**src/rtl/btn_hex_tx_ctrl.sv**
```systemverilog
`default_nettype none
// ============================================================================
// Module   : btn_hex_tx_ctrl
// Purpose  : Queues button-captured switch bytes and sends them to a UART TX
//            as uppercase ASCII hex, optionally followed by CR LF.
// Revision : 1.0
// ============================================================================
module btn_hex_tx_ctrl #(
  parameter int DEPTH       = 4,
  parameter bit APPEND_CRLF = 1'b1
) (
  input  logic                     clk_100MHz,
  input  logic                     reset,
  input  logic                     db_tick,
  input  logic [7:0]               sw,
  input  logic                     tx_done_tick,
  output logic                     tx_start,
  output logic [7:0]               tx_data,
  output logic                     busy,
  output logic [$clog2(DEPTH):0]   fifo_count,
  output logic                     overflow
);

  localparam int              c_AW       = $clog2(DEPTH);
  localparam logic [1:0]      c_LAST_IDX = APPEND_CRLF ? 2'd3 : 2'd1;
  localparam logic [c_AW:0]   c_FULL     = (c_AW + 1)'(DEPTH);

  typedef enum logic [1:0] {
    S_IDLE = 2'd0,
    S_SEND = 2'd1,
    S_WAIT = 2'd2
  } state_t;

  state_t            r_state;
  state_t            w_state_nxt;
  logic [7:0]        r_mem [DEPTH];
  logic [c_AW-1:0]   r_wr_ptr;
  logic [c_AW-1:0]   r_rd_ptr;
  logic [c_AW:0]     r_count;
  logic [7:0]        r_byte;
  logic [1:0]        r_idx;
  logic [7:0]        r_tx_data;
  logic              r_overflow;

  logic              w_pop;
  logic              w_push;
  logic              w_drop;
  logic              w_load;
  logic [1:0]        w_idx_nxt;
  logic [7:0]        w_byte_nxt;

  function automatic logic [7:0] f_hex(input logic [3:0] n);
    if (n < 4'd10) return 8'h30 + {4'h0, n};
    else           return 8'h37 + {4'h0, n};
  endfunction

  function automatic logic [7:0] f_char(input logic [7:0] b, input logic [1:0] idx);
    case (idx)
      2'd0:    return f_hex(b[7:4]);
      2'd1:    return f_hex(b[3:0]);
      2'd2:    return 8'h0D;
      default: return 8'h0A;
    endcase
  endfunction

  always_comb begin
    w_state_nxt = r_state;
    w_pop       = 1'b0;
    w_load      = 1'b0;
    w_idx_nxt   = r_idx;
    w_byte_nxt  = r_byte;
    tx_start    = 1'b0;
    busy        = (r_state != S_IDLE);
    case (r_state)
      S_IDLE: begin
        if (r_count != '0) begin
          w_pop       = 1'b1;
          w_load      = 1'b1;
          w_idx_nxt   = 2'd0;
          w_byte_nxt  = r_mem[r_rd_ptr];
          w_state_nxt = S_SEND;
        end
      end
      S_SEND: begin
        tx_start    = 1'b1;
        w_state_nxt = S_WAIT;
      end
      S_WAIT: begin
        if (tx_done_tick) begin
          if (r_idx == c_LAST_IDX) begin
            w_state_nxt = S_IDLE;
          end else begin
            w_load      = 1'b1;
            w_idx_nxt   = r_idx + 2'd1;
            w_state_nxt = S_SEND;
          end
        end
      end
      default: w_state_nxt = S_IDLE;
    endcase
  end

  // A pop in the same cycle frees a slot, so a full FIFO still accepts the tick.
  assign w_push = db_tick && ((r_count != c_FULL) || w_pop);
  assign w_drop = db_tick && !w_push;

  always_ff @(posedge clk_100MHz) begin
    if (reset) begin
      r_state    <= S_IDLE;
      r_wr_ptr   <= '0;
      r_rd_ptr   <= '0;
      r_count    <= '0;
      r_byte     <= 8'h00;
      r_idx      <= 2'd0;
      r_tx_data  <= 8'h00;
      r_overflow <= 1'b0;
    end else begin
      r_state <= w_state_nxt;
      if (w_push) r_wr_ptr <= r_wr_ptr + 1'b1;
      if (w_pop)  r_rd_ptr <= r_rd_ptr + 1'b1;
      if (w_push && !w_pop)      r_count <= r_count + 1'b1;
      else if (w_pop && !w_push) r_count <= r_count - 1'b1;
      if (w_load) begin
        r_byte    <= w_byte_nxt;
        r_idx     <= w_idx_nxt;
        r_tx_data <= f_char(w_byte_nxt, w_idx_nxt);
      end
      if (w_drop) r_overflow <= 1'b1;
    end
  end

  always_ff @(posedge clk_100MHz) begin
    if (w_push) r_mem[r_wr_ptr] <= sw;
  end

  assign tx_data    = r_tx_data;
  assign fifo_count = r_count;
  assign overflow   = r_overflow;

endmodule
`default_nettype wire

```
**config.mk**
```make
export PLATFORM = sky130hd
export DESIGN_NAME = btn_hex_tx_ctrl
export DESIGN_NICKNAME = d
export VERILOG_FILES = /design/src/rtl/btn_hex_tx_ctrl.sv
export SDC_FILE = /design/constraint.sdc
export NUM_CORES = 1
export LEC_CHECK = 0
export BUFFER_PORTS_ARGS = -buffer_cell sky130_fd_sc_hd__buf_2
export CORE_UTILIZATION = 58
export DETAILED_ROUTE_END_ITERATION = 10
export GPL_ROUTABILITY_DRIVEN = 0
export GPL_TIMING_DRIVEN = 0
export MAX_ROUTING_LAYER = met4
export PLACE_DENSITY = 0.78
export SYNTH_ARGS = -nofsm -noshare
export SYNTH_HDL_FRONTEND = slang
export SYNTH_SLANG_ARGS = --single-unit
```
**constraint.sdc**
```tcl
create_clock -name clk_100MHz -period 2.6 [get_ports clk_100MHz]
set_input_delay 0.52 -clock clk_100MHz [delete_from_list [all_inputs] [get_ports clk_100MHz]]
set_output_delay 0.52 -clock clk_100MHz [all_outputs]
set_load 0.01 [all_outputs]
```
Word-level counts from Yosys, hierarchy flattened. Memories as Yosys holds them, arrays and structs flattened. A register that Yosys moved wholly into a read port is not among the register bits. Index checks and enable logic that the tools add are counted.

Order comparisons: 2. Mux-type cells: 25. Add/sub/neg operators: 9. Reductions and logical operators: 13. Equality and inequality tests: 8.

Operator list (count): 6-bit by 4-bit adder with 7-bit output, first input constant (4); 8-bit case mux with 3 select lines (1); 8-bit 2-to-1 mux (2); 2-bit 2-to-1 mux (7); 7-bit 2-to-1 mux (2); 4-bit < comparator, second input constant (2); 1-bit 2-to-1 mux (8); 2-bit by 1-bit adder with 2-bit output, second input constant (3); 2-bit equality test, second input constant (3); 3-bit 2-to-1 mux (2); 2-bit case mux with 3 select lines (1); 2-bit by 1-bit equality test with 1-bit output, second input constant (2); 1-bit logical AND (4); 2-bit zero test (2); 2-bit inequality test, second input constant (2); 2-bit case mux with 2 select lines (1); 2-bit nonzero test (2); 3-bit by 1-bit adder with 3-bit output, second input constant (1); 3-bit inequality test, second input constant (1); 3-bit nonzero test (1); 3-bit by 1-bit subtractor with 3-bit output, second input constant (1); 1-bit zero test (2); 1-bit case mux with 2 select lines (1); 2-bit AND reduction (1); 1-bit logical OR (1).

RAM bits: 32. Output and inout bits: 14. Bits in registers: 28. Memories: 1. Input port bits: 12. Word-level logic and storage cells: 66.

Memories: r_mem (depth 4, bits a word 8, read ports 1, clocked after memory_dff 1, write ports 1, line 36) `logic [7:0] r_mem [DEPTH];`.

Depth between registers and ports, before layout.
Depth after elaboration: 9. Mapped depth: 11. Gate-level depth less buffers: 10.

Least setup slack after synthesis. No wires, ideal clock.

Path kind: register to register. Start: reg r_state[0]. End: reg r_count[2], in the netlist fifo_count[2]. Stages on the path, launching flop included: 11. Library setup time: 0.071 ns. Data arrival time: 2.235 ns. Path buffers: 1. Setup slack: 0.294 ns. Clock period less this slack: 2.306 ns. Required time: 2.529 ns. Cell sequence: dfxtp_1 > buf_2 > nor2_4 > nor3_1 > a21boi_1 > ha_1 > inv_1 > fa_1 > xor2_1 > or3_1 > a21oi_1.

Longest elaborated chain between the ends: 7. Elaborated cells on any way between the ends: 10. Those cells by class: mux: 2; reduce/logical: 8.

RTL lines: from (decl) (line 34) `state_t r_state;`; from (signal assigned) (line 118) `r_state <= w_state_nxt;`; 2-bit zero test (*) (line 74) `case (r_state)`; 1-bit 2-to-1 mux (*) (line 74); 1-bit logical OR (*) (line 104) `assign w_push = db_tick && ((r_count != c_FULL) || w_pop);`; 1-bit logical AND (*) (line 104); via w_push (line 46) `logic w_push;`; 1-bit zero test (line 122) `else if (w_pop && !w_push) r_count <= r_count - 1'b1;`; 1-bit logical AND (line 122); 2-bit nonzero test (no source line); to (signal assigned) (line 121) `if (w_push && !w_pop) r_count <= r_count + 1'b1;`; to (signal assigned) (line 122); to (decl) (line 39) `logic [c_AW:0] r_count;`.

The timed path passes the listed nets; every way through them passes the cells marked *. A chain may end at the register's enable or synchronous reset.

Worst setup path in the final report. Same ends and word-level chain as after synthesis.

==> results.py <==
metrics = {
    "run": {
        "max_cap_violations": 0,
    },
    "synthesis": {
        "synth_commonest_cells": "edfxtp_1, nor2_1, dfxtp_1, nand2_1, a21oi_1",
        "ys_seq_area_share_pct": 56.08,
        "synth_cell_types": 51,
        "yosys_warnings": 0,
        "synth_area_per_cell_um2": 12.27,
        "synth_area_leaders": "edfxtp_1, dfxtp_1, mux4_2, nor2_1, ha_1",
        "syn_inst": 224,
        "synth_edf_count": 32,
        "synth_seq_cells": 61,
        "synth_area_um2": 2749,
        "yosysTopAreaCell": "edfxtp_1",
        "synth_top_area_share_pct": 34.96,
        "syn-num-nets": 244,
        "synthArstFlopShare_pct": 0,
        "synth.most_common_cell": "edfxtp_1",
        "synth_ff_type": "edfxtp_1",
    },
    "placed_design": {
        "place_area_um2": 2934,
        "dp_hpwl_um": 3313,
        "place_ws_ps": 7.731,
        "port-buffer-count": 24,
    },
    "pwr": {
        "p_per_area_nw_per_um2": 1206,
        "clockPowerShare_pct": 23.5,
        "p_switching_mw": 1.369,
        "p_sw_share_pct": 35.64,
        "combPwrFrac_pct": 42.3,
        "ir_drop_mv": 0.8650,
        "power_frac_seq_pct": 34.2,
        "internal_power_mw": 2.472,
        "p_leak_nw": 1.245,
    },
    "sta": {
        "period_minus_slack_ps": 2392,
        "max_slew_margin_pct": 64.86,
        "worst_slack_ps": 208.2,
        "drv_slew": 0,
        "max_clock_freq_mhz": 418.1,
        "fin_skew_ps": 7.212,
        "hold_viol": 0,
        "grt_setup_unrepaired": "no",
        "tightest_slew_ps": 527.1,
        "fin_setup_tns_ps": 0,
        "period_share_pct": 91.99,
        "setup_viol_count_final": 0,
    },
    "die": {
        "die_area_um2": 5019,
        "boundaryPins": 26,
        "coreArea_um2": 4444,
        "die_x_um": 70.85,
        "start_util_pct": 61.85,
        "die_h_um": 70.85,
        "rows": 24,
    },
    "final_layout": {
        "post-route-cell-area_um2": 3187,
        "finalNetCount": 283,
        "drive_above_1_share_pct": 24.63,
        "area_delta_synth_final_pct": 15.93,
        "num_antenna_cells": 0,
    },
    "outcome": {
        "status": "finished, final reports clean",
    },
    "clock_tree": {
        "ctsHoldBuffers": 0,
        "cts_tree": "yes",
        "cts_buffers": 9,
        "clock-sinks": 61,
        "clockBufferDepth": 2,
        "htreeDepth": 3,
        "root_buffer": "clkbuf_8",
        "clkTransAtPathRegs_ps": 70,
        "clock_latency_ps": 330,
    },
    "routing": {
        "drc": 0,
        "firstDrtPassIters": 6,
        "ant_nets": 0,
        "vias_per_cell": 5.628,
        "avgRoutedWirePerCell_um": 14.99,
        "vias": 1801,
        "drt_wl_total_um": 4796,
        "drtIter0Drc": 99,
    },
    "critical_path": {
        "r2r_setup_slack_ps": 210,
        "critPathCaptureType": "register",
        "crit_required_ps": 2860,
        "path_class": "reg2reg",
        "worstPathArrival_ps": 2650,
        "crit_fanout": 9,
        "cp-start-kind": "register",
    },
    "global_route": {
        "grt_pass1_wl_um": 7803,
        "grt_max_degree": 12,
        "antenna_found_initial": 0,
        "overflow": 0,
        "grt_usage_pct": 22.04,
        "first_global_vias": 1675,
    },
    "hold_path": {
        "holdCritPathClass": "in2reg",
    },
}
[power groups by stage]
stage	combinational [mW]	clock, mW	sequential [mW]
after floorplan	1.20	0	1.34
after global placement	1.52	0	1.33
after detailed placement	1.54	0	1.33
after CTS	1.55	0.921	1.31
after global routing	1.81	0.963	1.34
final	1.62	0.904	1.31
[final timing paths]
check / start / to / depth (start not counted)
worst min-delay path: reset / r_state[0]$_SDFFE_PP0P_ / 2
worst min register to register: overflow$_SDFFE_PP0P_ / overflow$_SDFFE_PP0P_ / 2
worst max-delay path: r_state[0]$_SDFFE_PP0P_ / fifo_count[2]$_SDFFE_PP0P_ / 10
worst max register to register: r_state[0]$_SDFFE_PP0P_ / fifo_count[2]$_SDFFE_PP0P_ / 10
[registers in the layout, indices dropped and copies added, names as in the netlist, named ones only]
register    count
r_state         2
r_byte          8
overflow        1
r_wr_ptr        2
tx_data         7
r_idx           2
r_mem          32
fifo_count      3
r_rd_ptr        2
[layout by cell type (no fill, tap or decap), types with 6 or more instances in the layout]
cell,instances
ha_1,7
buf_4,6
nor2_1,30
edfxtp_1,32
nand2_1,14
dfxtp_1,29
mux2i_1,6
clkbuf_8,9
a21oi_1,10
mux4_2,6
buf_2,26
[metrics by stage]
step | cells | power (mW) | hold slack [ps] | util, %
floorplan | 224 | 2.534 | 484.7 | -
global placement | 300 | 2.846 | 442.3 | 66.02
detailed placement | 300 | 2.871 | 448.2 | 66.02
CTS | 316 | 3.786 | 361.7 | 70.95
global route | 320 | 4.108 | 376.2 | 71.71
finish | 320 | 3.842 | 372.9 | 71.71
[routing by layer]
metal	share of wire (%)	global-route usage, %	wire length (um)	up-vias
met3	3.3	4.843	160	13
met2	50	35.79	2410	35
met1	44	25.24	2104	855
met4	2.5	12.89	121	0
met5	0	-	0	-
li1	-	-	-	898
[cell type report]
class,instances,area (um^2)
Clock buffer,10,127.6
Inverter,6,22.52
Multi-Input combinational cell,146,1134
Tap cell,52,65.06
Sequential cell,61,1541
Clock inverter,6,87.58
Fill cell,325,1257
Timing Repair Buffer,28,150.1
Buffer,11,58.81
[cells by family after synthesis]
family          synth area share, %
simple gates                  13.24
buf+inv                       2.958
compound gates                10.29
mux                           11.15
xor+xnor                      2.230
other cells                  0.1364
flops                         56.08
fa+ha+maj                     3.914
[repair_timing]
item | CTS | global route
endpoints found under the setup margin | 1 | 3
pin swaps | 0 | 1
gates resized for setup | 1 | 1
endpoints found under the hold margin | 0 | 0
buffers inserted | 0 | 4
[worst max-delay path, stage by stage, from the launching register on]
cell	delay (ps)
dfxtp_1	290
buf_2	170
nor2_4	170
nor3_1	90
a21boi_2	320
ha_1	250
inv_1	60
fa_1	370
xor2_1	160
or3_1	300
a21oi_1	150
(Power assumes the default switching activity.)
